### src/rtl/fetch_prefetch_queue_if.sv
// Fetch front-end bundle: datapath redirect/stall/instruction path plus the instruction-memory request/ack pair.
// master = fetch queue; slave = surrounding datapath and memory.
interface fetch_prefetch_queue_if #(
  parameter int DEPTH = 4
) ();
  localparam int CW = $clog2(DEPTH) + 1;

  logic          redirect;
  logic [15:0]   redirect_pc;
  logic          stall;
  logic [15:0]   inst_out;
  logic [15:0]   inst_pc;
  logic          inst_valid;
  logic          imem_req;
  logic [15:0]   imem_addr;
  logic          imem_ack;
  logic [15:0]   imem_rdata;
  logic [CW-1:0] q_count;

  modport master (
    input  redirect, redirect_pc, stall, imem_ack, imem_rdata,
    output inst_out, inst_pc, inst_valid, imem_req, imem_addr, q_count
  );

  modport slave (
    output redirect, redirect_pc, stall, imem_ack, imem_rdata,
    input  inst_out, inst_pc, inst_valid, imem_req, imem_addr, q_count
  );
endinterface

### src/rtl/fetch_prefetch_queue.sv
// Prefetch queue: first instruction 2 cycles after reset with zero-wait memory, then 1/cycle.
// Stall holds the head; no request is issued while the queue would be full, so pushes are never lost.
module fetch_prefetch_queue #(
  parameter int          DEPTH    = 4,
  parameter logic [15:0] RESET_PC = 16'h0000,
  parameter logic [15:0] NOP_INST = 16'h0000
) (
  input  logic                   clk,
  input  logic                   rst,
  fetch_prefetch_queue_if.master bus
);
  localparam int AW = $clog2(DEPTH);
  localparam int CW = AW + 1;

  typedef enum logic [1:0] {IDLE, REQ, DISCARD} state_t;

  typedef struct packed {
    logic [15:0] inst;
    logic [15:0] pc;
  } entry_t;

  entry_t        mem [DEPTH];
  logic [AW-1:0] rd_ptr, wr_ptr;
  logic [CW-1:0] q_count, q_count_next;
  state_t        state, state_next;
  logic [15:0]   fetch_pc, fetch_pc_next;
  logic [15:0]   pending_pc, pending_pc_next;
  logic          push, pop, valid, req;

  assign valid = (q_count != '0) && !bus.redirect;
  assign pop   = valid && !bus.stall;
  assign push  = (state == REQ) && bus.imem_ack && !bus.redirect;

  always_comb begin
    q_count_next = q_count + CW'(push) - CW'(pop);
    if (bus.redirect) q_count_next = '0;
  end

  always_comb begin
    state_next      = state;
    fetch_pc_next   = fetch_pc;
    pending_pc_next = pending_pc;
    req             = 1'b0;
    case (state)
      IDLE: begin
        if (bus.redirect) fetch_pc_next = bus.redirect_pc;
        if (q_count_next < CW'(DEPTH)) state_next = REQ;
      end
      REQ: begin
        req = 1'b1;
        if (bus.imem_ack) begin
          if (!bus.redirect) begin
            fetch_pc_next = fetch_pc + 16'd1;
            state_next    = (q_count_next < CW'(DEPTH)) ? REQ : IDLE;
          end else begin
            fetch_pc_next = bus.redirect_pc;
          end
        end else if (bus.redirect) begin
          pending_pc_next = bus.redirect_pc;
          state_next      = DISCARD;
        end
      end
      DISCARD: begin
        // Address stays on the stale request until memory acks it.
        req = 1'b1;
        if (bus.imem_ack) begin
          fetch_pc_next = bus.redirect ? bus.redirect_pc : pending_pc;
          state_next    = REQ;
        end else if (bus.redirect) begin
          pending_pc_next = bus.redirect_pc;
        end
      end
      default: state_next = IDLE;
    endcase
  end

  always_ff @(posedge clk or posedge rst) begin
    if (rst) begin
      state      <= IDLE;
      fetch_pc   <= RESET_PC;
      pending_pc <= 16'h0000;
      q_count    <= '0;
      rd_ptr     <= '0;
      wr_ptr     <= '0;
    end else begin
      state      <= state_next;
      fetch_pc   <= fetch_pc_next;
      pending_pc <= pending_pc_next;
      q_count    <= q_count_next;
      if (bus.redirect) begin
        rd_ptr <= '0;
        wr_ptr <= '0;
      end else begin
        if (push) wr_ptr <= wr_ptr + AW'(1);
        if (pop)  rd_ptr <= rd_ptr + AW'(1);
      end
    end
  end

  always_ff @(posedge clk) begin
    if (push) mem[wr_ptr] <= '{inst: bus.imem_rdata, pc: bus.imem_addr};
  end

  assign bus.inst_valid = valid;
  assign bus.inst_out   = valid ? mem[rd_ptr].inst : NOP_INST;
  assign bus.inst_pc    = valid ? mem[rd_ptr].pc : 16'h0000;
  assign bus.imem_req   = req;
  assign bus.imem_addr  = fetch_pc;
  assign bus.q_count    = q_count;
endmodule

### src/flat_wrapper.sv
// flat-port wrapper written by rule: the top's interface ports become plain ports
module fetch_prefetch_queue_flat 
#(
  parameter int          DEPTH    = 4,
  parameter logic [15:0] RESET_PC = 16'h0000,
  parameter logic [15:0] NOP_INST = 16'h0000
)
  (clk, rst, bus_redirect, bus_redirect_pc, bus_stall, bus_imem_ack, bus_imem_rdata, bus_inst_out, bus_inst_pc, bus_inst_valid, bus_imem_req, bus_imem_addr, bus_q_count);
  fetch_prefetch_queue_if #(.DEPTH(DEPTH)) bus_i ();
  input  logic clk;
  input  logic rst;
  input wire logic [$bits(bus_i.redirect)-1:0] bus_redirect;
  input wire logic [$bits(bus_i.redirect_pc)-1:0] bus_redirect_pc;
  input wire logic [$bits(bus_i.stall)-1:0] bus_stall;
  input wire logic [$bits(bus_i.imem_ack)-1:0] bus_imem_ack;
  input wire logic [$bits(bus_i.imem_rdata)-1:0] bus_imem_rdata;
  output wire logic [$bits(bus_i.inst_out)-1:0] bus_inst_out;
  output wire logic [$bits(bus_i.inst_pc)-1:0] bus_inst_pc;
  output wire logic [$bits(bus_i.inst_valid)-1:0] bus_inst_valid;
  output wire logic [$bits(bus_i.imem_req)-1:0] bus_imem_req;
  output wire logic [$bits(bus_i.imem_addr)-1:0] bus_imem_addr;
  output wire logic [$bits(bus_i.q_count)-1:0] bus_q_count;
  assign bus_i.redirect = bus_redirect;
  assign bus_i.redirect_pc = bus_redirect_pc;
  assign bus_i.stall = bus_stall;
  assign bus_i.imem_ack = bus_imem_ack;
  assign bus_i.imem_rdata = bus_imem_rdata;
  assign bus_inst_out = bus_i.inst_out;
  assign bus_inst_pc = bus_i.inst_pc;
  assign bus_inst_valid = bus_i.inst_valid;
  assign bus_imem_req = bus_i.imem_req;
  assign bus_imem_addr = bus_i.imem_addr;
  assign bus_q_count = bus_i.q_count;
  fetch_prefetch_queue #(.DEPTH(DEPTH), .RESET_PC(RESET_PC), .NOP_INST(NOP_INST)) u_core (.clk(clk), .rst(rst), .bus(bus_i));
endmodule
### config.mk
export PLATFORM = sky130hd
export DESIGN_NAME = fetch_prefetch_queue_flat
export DESIGN_NICKNAME = d
export VERILOG_FILES = /design/src/rtl/fetch_prefetch_queue_if.sv /design/src/rtl/fetch_prefetch_queue.sv /design/src/flat_wrapper.sv
export SDC_FILE = /design/constraint.sdc
export NUM_CORES = 1
export LEC_CHECK = 0
export ABC_AREA = 1
export BUFFER_PORTS_ARGS = -buffer_cell sky130_fd_sc_hd__buf_4
export CORE_ASPECT_RATIO = 0.8
export CORE_MARGIN = 3
export CORE_UTILIZATION = 53
export CTS_BUF_LIST = sky130_fd_sc_hd__clkbuf_16
export CTS_CLUSTER_DIAMETER = 100
export DETAILED_ROUTE_END_ITERATION = 7
export PLACE_DENSITY = 0.84
export SLEW_MARGIN = 20
export SYNTH_ARGS = -nofsm -noshare
export SYNTH_HDL_FRONTEND = slang
export SYNTH_SLANG_ARGS = --single-unit
### constraint.sdc
create_clock -name clk -period 3 [get_ports clk]
set_input_delay 0.3 -clock clk [delete_from_list [all_inputs] [get_ports clk]]
set_output_delay 0.3 -clock clk [all_outputs]
set_load 0.05 [all_outputs]
* After elaboration in Yosys (flattened, before gate mapping) *
Memory sizes are Yosys's and may differ from the RTL's.
Index checks and enable logic that the tools add are counted.

word-level totals
  register bits after elaboration = 41
  RAM bits = 128
  bits of input ports = 37
  output and inout port bits = 53
  memories = 1

memories
  memory      depth  width  read ports  clocked after Yosys merged registers in  wr ports  RTL line                    source
  u_core.mem  4      32     1           0                                        1         fetch_prefetch_queue.sv:22  entry_t mem [DEPTH];

cells by class
  add/subtract/negate cells = 5
  $lt $le $gt $ge = 1
  equality and inequality tests = 8
  mux-type cells = 23
  bitwise logic cells = 1
  reductions and logical operators = 15

operators by type and width
  operator                                              count
  two-way mux 16 bit                                    7
  one-hot mux 16 bit (3 select lines)                   1
  two-way mux 2 bit                                     9
  adder 16 x 1 -> 16 bit (second input constant)        1
  AND reduction 4 bit                                   2
  != test 2 bit (second input constant)                 3
  != test 3 bit (second input constant)                 2
  one-hot mux 2 bit (3 select lines)                    1
  nonzero test 3 bit                                    2
  adder 2 x 1 -> 2 bit (second input constant)          2
  logical AND 1 bit                                     4
  two-way mux 1 bit                                     4
  nonzero test 2 bit                                    2
  adder 3 x 1 -> 3 bit                                  1
  < comparator 3 bit (second input constant)            1
  two-way mux 3 bit                                     1
  subtractor 3 x 1 -> 3 bit                             1
  equality test 2 x 1 -> 1 bit (second input constant)  1
  equality test 2 bit (second input constant)           1
  zero test 1 bit                                       2
  zero test 2 bit                                       1
  != test 2 x 1 -> 1 bit (second input constant)        1
  AND reduction 2 bit                                   1
  OR reduction 2 bit                                    1
  inverter 1 bit                                        1

* Depth between registers and ports, before layout *
Gate-level depths: netlist (run 1).

  word-level depth = 11
  depth in mapped cells = 16
  gate-level depth less buffers = 15

* Worst setup path after synthesis (run 1) *
No wires, ideal clock.

  path kind = reg-to-reg
  from = register u_core.state[1]
  to = memory u_core.mem[2][0] (netlist name) (enable)
  library setup time = 0.421 ns
  data arrival time = 2.496 ns
  setup slack = 0.083 ns
  cell stages (with the launch flop) = 8
  path buffers = 1
  period minus slack after synthesis = 2.917 ns
  cell sequence = dfrtp_1 inv_1 ha_1 buf_2 nand2_1 nor2_1 inv_1 nor2_1

on the way
  word-level cells in the longest chain between the ends = 5

ends and longest elaborated chain
  element                                  RTL line                     source
  start: declaration                       fetch_prefetch_queue.sv:25   state_t state, state_next;
  start signal: assignment                 fetch_prefetch_queue.sv:86   state <= state_next;
  equality test 2 x 1 -> 1 bit             fetch_prefetch_queue.sv:32   assign push = (state == REQ) && bus.imem_ack && !bus.redirect;
  logical AND 1 bit (2 in a row)           fetch_prefetch_queue.sv:32
  two-way mux 1 bit                        fetch_prefetch_queue.sv:101  if (push) mem[wr_ptr] <= '{inst: bus.imem_rdata, pc: bus.imem_addr};
  two-way mux 1 bit (implied by the code)  fetch_prefetch_queue.sv:101
  end: declaration                         fetch_prefetch_queue.sv:22

Every way passes these cells.

* Worst setup path after layout (run 1) *
  from = register u_core.q_count[1] (netlist: u_core.bus.q_count[1])
  to = register u_core.state[1]

on the way
  word-level cells in the longest chain between the ends = 8
  elaborated cells on any way between the ends = 9
  those cells by class = add/sub: 2; order compare: 1; eq/ne: 1; mux: 1; reduce/logical: 4

ends and longest elaborated chain
  element                                                       RTL line                    source
  start: declaration                                            fetch_prefetch_queue.sv:24  logic [CW-1:0] q_count, q_count_next;
  start signal: assignment                                      fetch_prefetch_queue.sv:89  q_count <= q_count_next;
  branches (longest 3 deep; another with adder 3 x 1 -> 3 bit)  -
  subtractor 3 x 1 -> 3 bit (*)                                 fetch_prefetch_queue.sv:35  q_count_next = q_count + CW'(push) - CW'(pop);
  two-way mux 3 bit (*)                                         fetch_prefetch_queue.sv:36  if (bus.redirect) q_count_next = '0;
  net u_core.q_count_next[2]                                    fetch_prefetch_queue.sv:24
  < comparator 3 bit (*)                                        fetch_prefetch_queue.sv:47  if (q_count_next < CW'(DEPTH)) state_next = REQ;
  != test 2 x 1 -> 1 bit (no source line) (*)                   -
  AND reduction 4 bit (no source line) (*)                      -

Mark *: on every way through the listed nets, which the timed path passes.
A chain may end at the register's enable or synchronous reset.

==> results.py, run 1 <==
metrics = {
    "outcome": {
        "status": "completed",
    },
    "route": {
        "drc": 0,
        "drt_first_pass_iters": 5,
        "routed_wl_mm": 18.23,
        "via_count": 6022,
        "ant_nets": 0,
        "post_drt_wl_per_cell_microns": 16.92,
        "drtIter0Drc": 707,
        "routed_via_density": 5.591,
    },
    "worst_setup_path": {
        "r2r_cells": 15,
        "path_max_fanout": 4,
        "r2r_end": "u_core.state[1]$_DFFE_PP0P_",
        "arrival_ns": 2.96,
        "setup.worst_path.class": "reg2reg",
        "reg2reg_setup_slack_ns": 0.40,
        "reg2reg_from": "u_core.bus.q_count[1]$_DFF_PP0_",
        "required_ns": 3.35,
        "critPathLaunchType": "register",
        "end_kind": "register",
    },
    "clocking": {
        "root_buffer": "clkbuf_16",
        "cts_resized": 0,
        "ctsHoldBuffers": 0,
        "htree_levels": 4,
        "numCtsBuffers": 17,
        "tritoncts": "built",
        "cts.sinks": 169,
        "clk_pin_slew_ns": 0.06,
        "insertion_delay_ns": 0.42,
        "cts_buffer_depth": 2,
        "cts_setup_buffers": 0,
    },
    "final_layout": {
        "num-nets-final": 934,
        "final_layout_size_suffix_gt1_share_pct": 17.28,
        "fillers": 1015,
        "area_growth_pct": 18.87,
        "fin_area_sq_mm": 0.009174,
        "antenna_cells": 0,
        "seq_area_sq_mm": 0.004871,
        "multiInputGateArea_sq_mm": 0.002475,
    },
    "floorplanning": {
        "die_w_microns": 140.9,
        "coreArea_sq_mm": 0.01388,
        "die_area_sq_mm": 0.01605,
        "rows": 38,
        "start_util_pct": 55.59,
        "num_io_pins": 90,
        "die_h_microns": 113.9,
    },
    "global_route": {
        "grt_usage_pct": 23.22,
        "antenna_found_initial": 0,
        "grt_pass1_vias": 5790,
        "grt_pass1_wl_mm": 29.35,
        "gr-total-overflow": 0,
        "grt_max_degree": 66,
    },
    "timing": {
        "max_freq_ghz": 0.3841,
        "fin_crit_sh_pct": 86.78,
        "tightest_slew_ns": 0.6903,
        "finClkSkew_ns": 0.007409,
        "hold_violations": 0,
        "maxSlewViolCount": 0,
        "fin_tns_setup_ns": 0,
        "setup_viol": 0,
        "min_period_ns": 2.603,
        "hold_slack_ns": 0.01755,
        "rsz0062_at_grt": "false",
        "slew_headroom_pct": 53.91,
    },
    "hold_path": {
        "hp-class": "in2async",
    },
    "placement": {
        "hpwl_mm": 11.10,
        "portBuffers": 89,
        "dpl_cell_area_sq_mm": 0.008591,
        "gp_congestion": 0.8926,
    },
    "synth": {
        "synthCells": 802,
        "synthesis.area_sq_mm": 0.007717,
        "ys.warnings.count": 0,
        "synth_fp_nets": 851,
        "ys_ff_latch": 169,
        "ys_types": 30,
        "seq_area_frac_synth_pct": 63.10,
        "syn_area_per_cell_sq_um": 9.623,
    },
    "pwr": {
        "p_leak_nw": 3.737,
        "power_density_mw_per_mm2": 1054,
        "ir_worst_vdd_mv": 0.7984,
    },
    "run": {
        "cap_violations": 0,
    },
}
-- metrics by stage --
step           std cells  worst slack, ns  utilization, %  power (W)
4_1_cts             1077           0.4317           66.08   0.009653
6_report            1077           0.3966           66.08   0.009667
3_5_place_dp        1046           0.4303           61.88   0.007477
3_3_place_gp        1046           0.5549           61.88   0.007387
5_1_grt             1077           0.1601           66.08    0.01023
2_1_floorplan        802          0.08271               -   0.006262
-- cell usage after synthesis, drive strengths merged --
| library cell | instances | area (sq um) |
|---|---|---|
| o22ai | 1 | 6.260 |
| nor3 | 1 | 5.000 |
| a21o | 1 | 7.510 |
| inv | 51 | 191.4 |
| edfxtp | 128 | 3844 |
| clkbuf | 18 | 67.56 |
| o21ai | 127 | 639.4 |
| buf | 25 | 123.9 |
| ha | 11 | 137.6 |
| o211ai | 2 | 15.01 |
| or2 | 2 | 12.52 |
| nand2 | 138 | 523.0 |
| fa | 1 | 20.02 |
| nand3 | 13 | 65.06 |
| o21bai | 3 | 22.52 |
| a21boi | 3 | 22.52 |
| dfrtp | 41 | 1026 |
| xnor2 | 1 | 8.760 |
| nand4 | 3 | 18.77 |
| nor2 | 178 | 690.7 |
| a21oi | 54 | 270.3 |
-- sequential cells by signal, indices dropped and copies added (netlist names) --
signal                count
u_core.rd_ptr             2
u_core.bus.imem_addr     16
u_core.bus.q_count        3
u_core.state              2
u_core.mem              128
u_core.pending_pc        16
u_core.wr_ptr             2
-- cells by family after synthesis --
logic type | share of synthesized area, %
simple gates | 17.04
compound gates | 12.74
flops | 63.10
buf+inv | 4.961
fa+ha+maj | 2.043
xor+xnor | 0.1135
-- how the worst max path moves through the flow --
stage / end / start / cells after the start
2_1_floorplan: u_core.mem[2][0]$_DFFE_PP_ / u_core.state[1]$_DFFE_PP0P_ / 7
3_3_place_gp: u_core.state[0]$_DFFE_PP0P_ / u_core.bus.q_count[1]$_DFF_PP0_ / 14
3_5_place_dp: u_core.state[0]$_DFFE_PP0P_ / u_core.bus.q_count[1]$_DFF_PP0_ / 14
4_1_cts: u_core.state[0]$_DFFE_PP0P_ / u_core.bus.q_count[1]$_DFF_PP0_ / 14
5_1_grt: u_core.state[0]$_DFFE_PP0P_ / u_core.bus.q_count[1]$_DFF_PP0_ / 15
6_report: u_core.state[1]$_DFFE_PP0P_ / u_core.bus.q_count[1]$_DFF_PP0_ / 15
-- worst max-delay path, cell delays in order (launching register included) --
cell      delay [ns]
dfrtp_1         0.42
or2_1           0.27
o21ai_2         0.16
nor2_1          0.09
ha_1            0.27
inv_1           0.06
ha_1            0.15
inv_1           0.05
fa_1            0.37
inv_1           0.07
o21ai_1         0.08
nor2_2          0.15
nand2_1         0.09
o211ai_1        0.13
nand2_1         0.10
nand2_1         0.07
-- cell type report --
cell class                 count  area share [%]
multi-input combinational    539           26.98
sequential                   169           53.10
clock buffer                  17           4.637
tap                          180           2.455
inverter                      51           2.087
clock inverter                14           1.718
timing repair buffer         107           9.029
-- report_power, final --
group	internal [W]	switching (W)
Sequential	0.00299	0.000409
Combinational	0.00119	0.00291
Clock	0.00130	0.000867
-- layout by cell type, fill, tap and decap left out, types with 11 or more instances in the layout --
cell type,instances
a21oi_1,54
buf_4,105
dfrtp_1,40
o21ai_1,40
nand3_1,13
ha_1,11
clkbuf_16,17
inv_1,47
nor2_1,169
nand2_1,136
o21ai_0,86
edfxtp_1,128
-- layer usage --
metal  vias to the layer above  share of wire [%]  global-route usage (%)
met5                         -                  0                       0
met4                         0                1.2                   7.360
met3                        22                9.0                   5.197
met2                       278                 48                   36.45
met1                      2851                 42                   32.72
li1                       2871                  -                       -
Note: power is estimated with default switching activity, not from simulation.
==> inputs of run 2 (changes only) <==
- CORE_ASPECT_RATIO: 0.8 -> default
==> results.py, run 2 (synthesized netlist as in run 1, its figures left out) <==
metrics = {
    "placement": {
        "hpwl_mm": 10.87,
        "pre_cts_slack_ns": 0.4207,
        "gp_congestion": 0.8542,
        "dp_cells": 1046,
        "portBuffers": 89,
    },
    "route": {
        "routed_via_density": 5.518,
        "ant_nets": 0,
        "drc": 0,
        "via_count": 5954,
        "post_drt_wl_per_cell_microns": 16.10,
        "routed_wl_mm": 17.37,
        "drtIter0Drc": 538,
        "drt_first_pass_iters": 5,
    },
    "pwr": {
        "p_int_w": 0.005412,
        "ir_worst_vdd_mv": 0.9586,
        "p_sw_share_pct": 43.17,
        "power_density_mw_per_mm2": 1035,
        "switchingPower_w": 0.004112,
        "p_clk_share_pct": 21.8,
        "p_leak_nw": 3.719,
        "pwr-share-comb_pct": 42.8,
        "seqPwrFrac_pct": 35.4,
        "power_w": 0.009524,
    },
    "floorplanning": {
        "die_w_microns": 126.7,
        "die_h_microns": 126.7,
        "die_area_sq_mm": 0.01605,
        "rows": 43,
        "num_io_pins": 90,
        "start_util_pct": 54.96,
        "coreArea_sq_mm": 0.01404,
    },
    "final_layout": {
        "area_growth_pct": 19.29,
        "num-nets-final": 935,
        "final_common_cell": "nor2_1",
        "fillers": 1064,
        "antenna_cells": 0,
        "final_layout_size_suffix_gt1_share_pct": 17.35,
        "regMostFlops": "u_core.mem",
        "largest_reg_flops": 128,
        "layout_common_cells": "169 x nor2_1, 136 x nand2_1, 128 x edfxtp_1",
        "multiInputGateArea_sq_mm": 0.002495,
        "seq_area_sq_mm": 0.004871,
        "fin_cells": 1079,
    },
    "run": {
        "cap_violations": 0,
    },
    "worst_setup_path": {
        "required_ns": 2.70,
        "reg2reg_from": "u_core.bus.q_count[1]$_DFF_PP0_",
        "crit_start": "u_core.rd_ptr[1]$_DFFE_PP0P_",
        "arrival_ns": 2.26,
        "crit_chain": "buf_4 -> inv_2 -> nor2_1 -> o21ai_0 -> a21oi_1 -> buf_4",
        "crit_top_cell": "buf_4",
        "slowest_delay_ns": 0.39,
        "path_max_fanout": 34,
        "slowest_stage": "inv_2",
        "setup.worst_path.class": "reg2out",
        "end_kind": "output pin",
        "critPathLaunchType": "register",
    },
    "timing": {
        "setup_ws_ns": 0.4439,
        "fin_crit_sh_pct": 85.20,
        "hold_violations": 0,
        "finClkSkew_ns": 0.007165,
        "maxSlewViolCount": 0,
        "setup_viol": 0,
        "min_period_ns": 2.556,
        "tightest_slew_ns": 0.7040,
        "rsz0062_at_grt": "false",
        "fin_tns_setup_ns": 0,
        "max_freq_ghz": 0.3912,
        "slew_headroom_pct": 53.07,
    },
    "clocking": {
        "htree_levels": 4,
        "cts_buffer_depth": 2,
        "clk_pin_slew_ns": 0.06,
        "cts.sinks": 169,
        "cts_resized": 0,
        "numCtsBuffers": 17,
        "insertion_delay_ns": 0.43,
        "tritoncts": "built",
        "root_buffer": "clkbuf_16",
    },
    "hold_path": {
        "hp-class": "in2reg",
        "worstHoldStart": "bus_imem_rdata[12]",
    },
    "global_route": {
        "gr-total-overflow": 0,
        "grt_usage_pct": 22.03,
        "antenna_found_initial": 0,
        "grt_max_degree": 66,
        "grt_pass1_vias": 5710,
        "grt_pass1_wl_mm": 27.79,
    },
    "outcome": {
        "status": "completed",
    },
}
[run 2: power groups by stage]
stage / logic (W) / registers, W / clock network (W)
5_1_grt: 0.00451 / 0.00341 / 0.00217
6_report: 0.00408 / 0.00337 / 0.00207
4_1_cts: 0.00407 / 0.00336 / 0.00209
3_5_place_dp: 0.00404 / 0.00341 / 0
2_1_floorplan: 0.00256 / 0.00370 / 0
3_3_place_gp: 0.00397 / 0.00338 / 0
[run 2: repair_timing]
item / CTS / global route
setup buffers: 0 / 0
hold buffers: 1 / 0
endpoints found under the hold margin: 13 / 0
[run 2: layer usage]
| layer | vias up | track usage (%) | wire [microns] |
|---|---|---|---|
| met5 | - | 0 | 0 |
| met4 | 0 | 9.148 | 233 |
| met3 | 24 | 4.547 | 1287 |
| met2 | 285 | 36.21 | 8534 |
| met1 | 2781 | 28.75 | 7316 |
| li1 | 2864 | - | - |
[run 2: metrics by stage]
step / area (sq um) / hold slack, ns / util [%]
CTS: 9206 / 0.06087 / 65.56
floorplan: 7717 / 0.3989 / -
global route: 9206 / 0.06522 / 65.56
finish: 9206 / 0.07456 / 65.56
global placement: 8636 / 0.4128 / 61.50
detailed placement: 8636 / 0.4130 / 61.50
[run 2: area by class of cell]
type	count	share of cell area, %
inverters	51	2.079
well taps	180	2.446
multi-input cells	539	27.10
clock buffers	17	4.621
flip-flops and latches	169	52.91
repair buffers	108	9.378
clock inverters	15	1.468
[run 2: path summary, 6_finish.rpt]
kind	endpoint	slack [ns]	depth (start not counted)
max	bus_inst_out[7]	0.44	6
min	u_core.mem[3][28]$_DFFE_PP_	0.07	1
max reg2reg	u_core.state[0]$_DFFE_PP0P_	0.46	14
min reg2reg	u_core.pending_pc[8]$_DFFE_PP0P_	0.52	2
max in group asynchronous	u_core.bus.imem_addr[13]$_DFFE_PP0P_	1.86	4
min in group asynchronous	u_core.pending_pc[1]$_DFFE_PP0P_	0.50	3
[run 2: critical path, delay by kind of cell (launching register included)]
kind                   cells  cell delay [ns]
AOI/OAI and AO/OA          2             0.33
buffers and inverters      3             1.00
DFF                        1             0.32
and+or+nand+nor            1             0.17
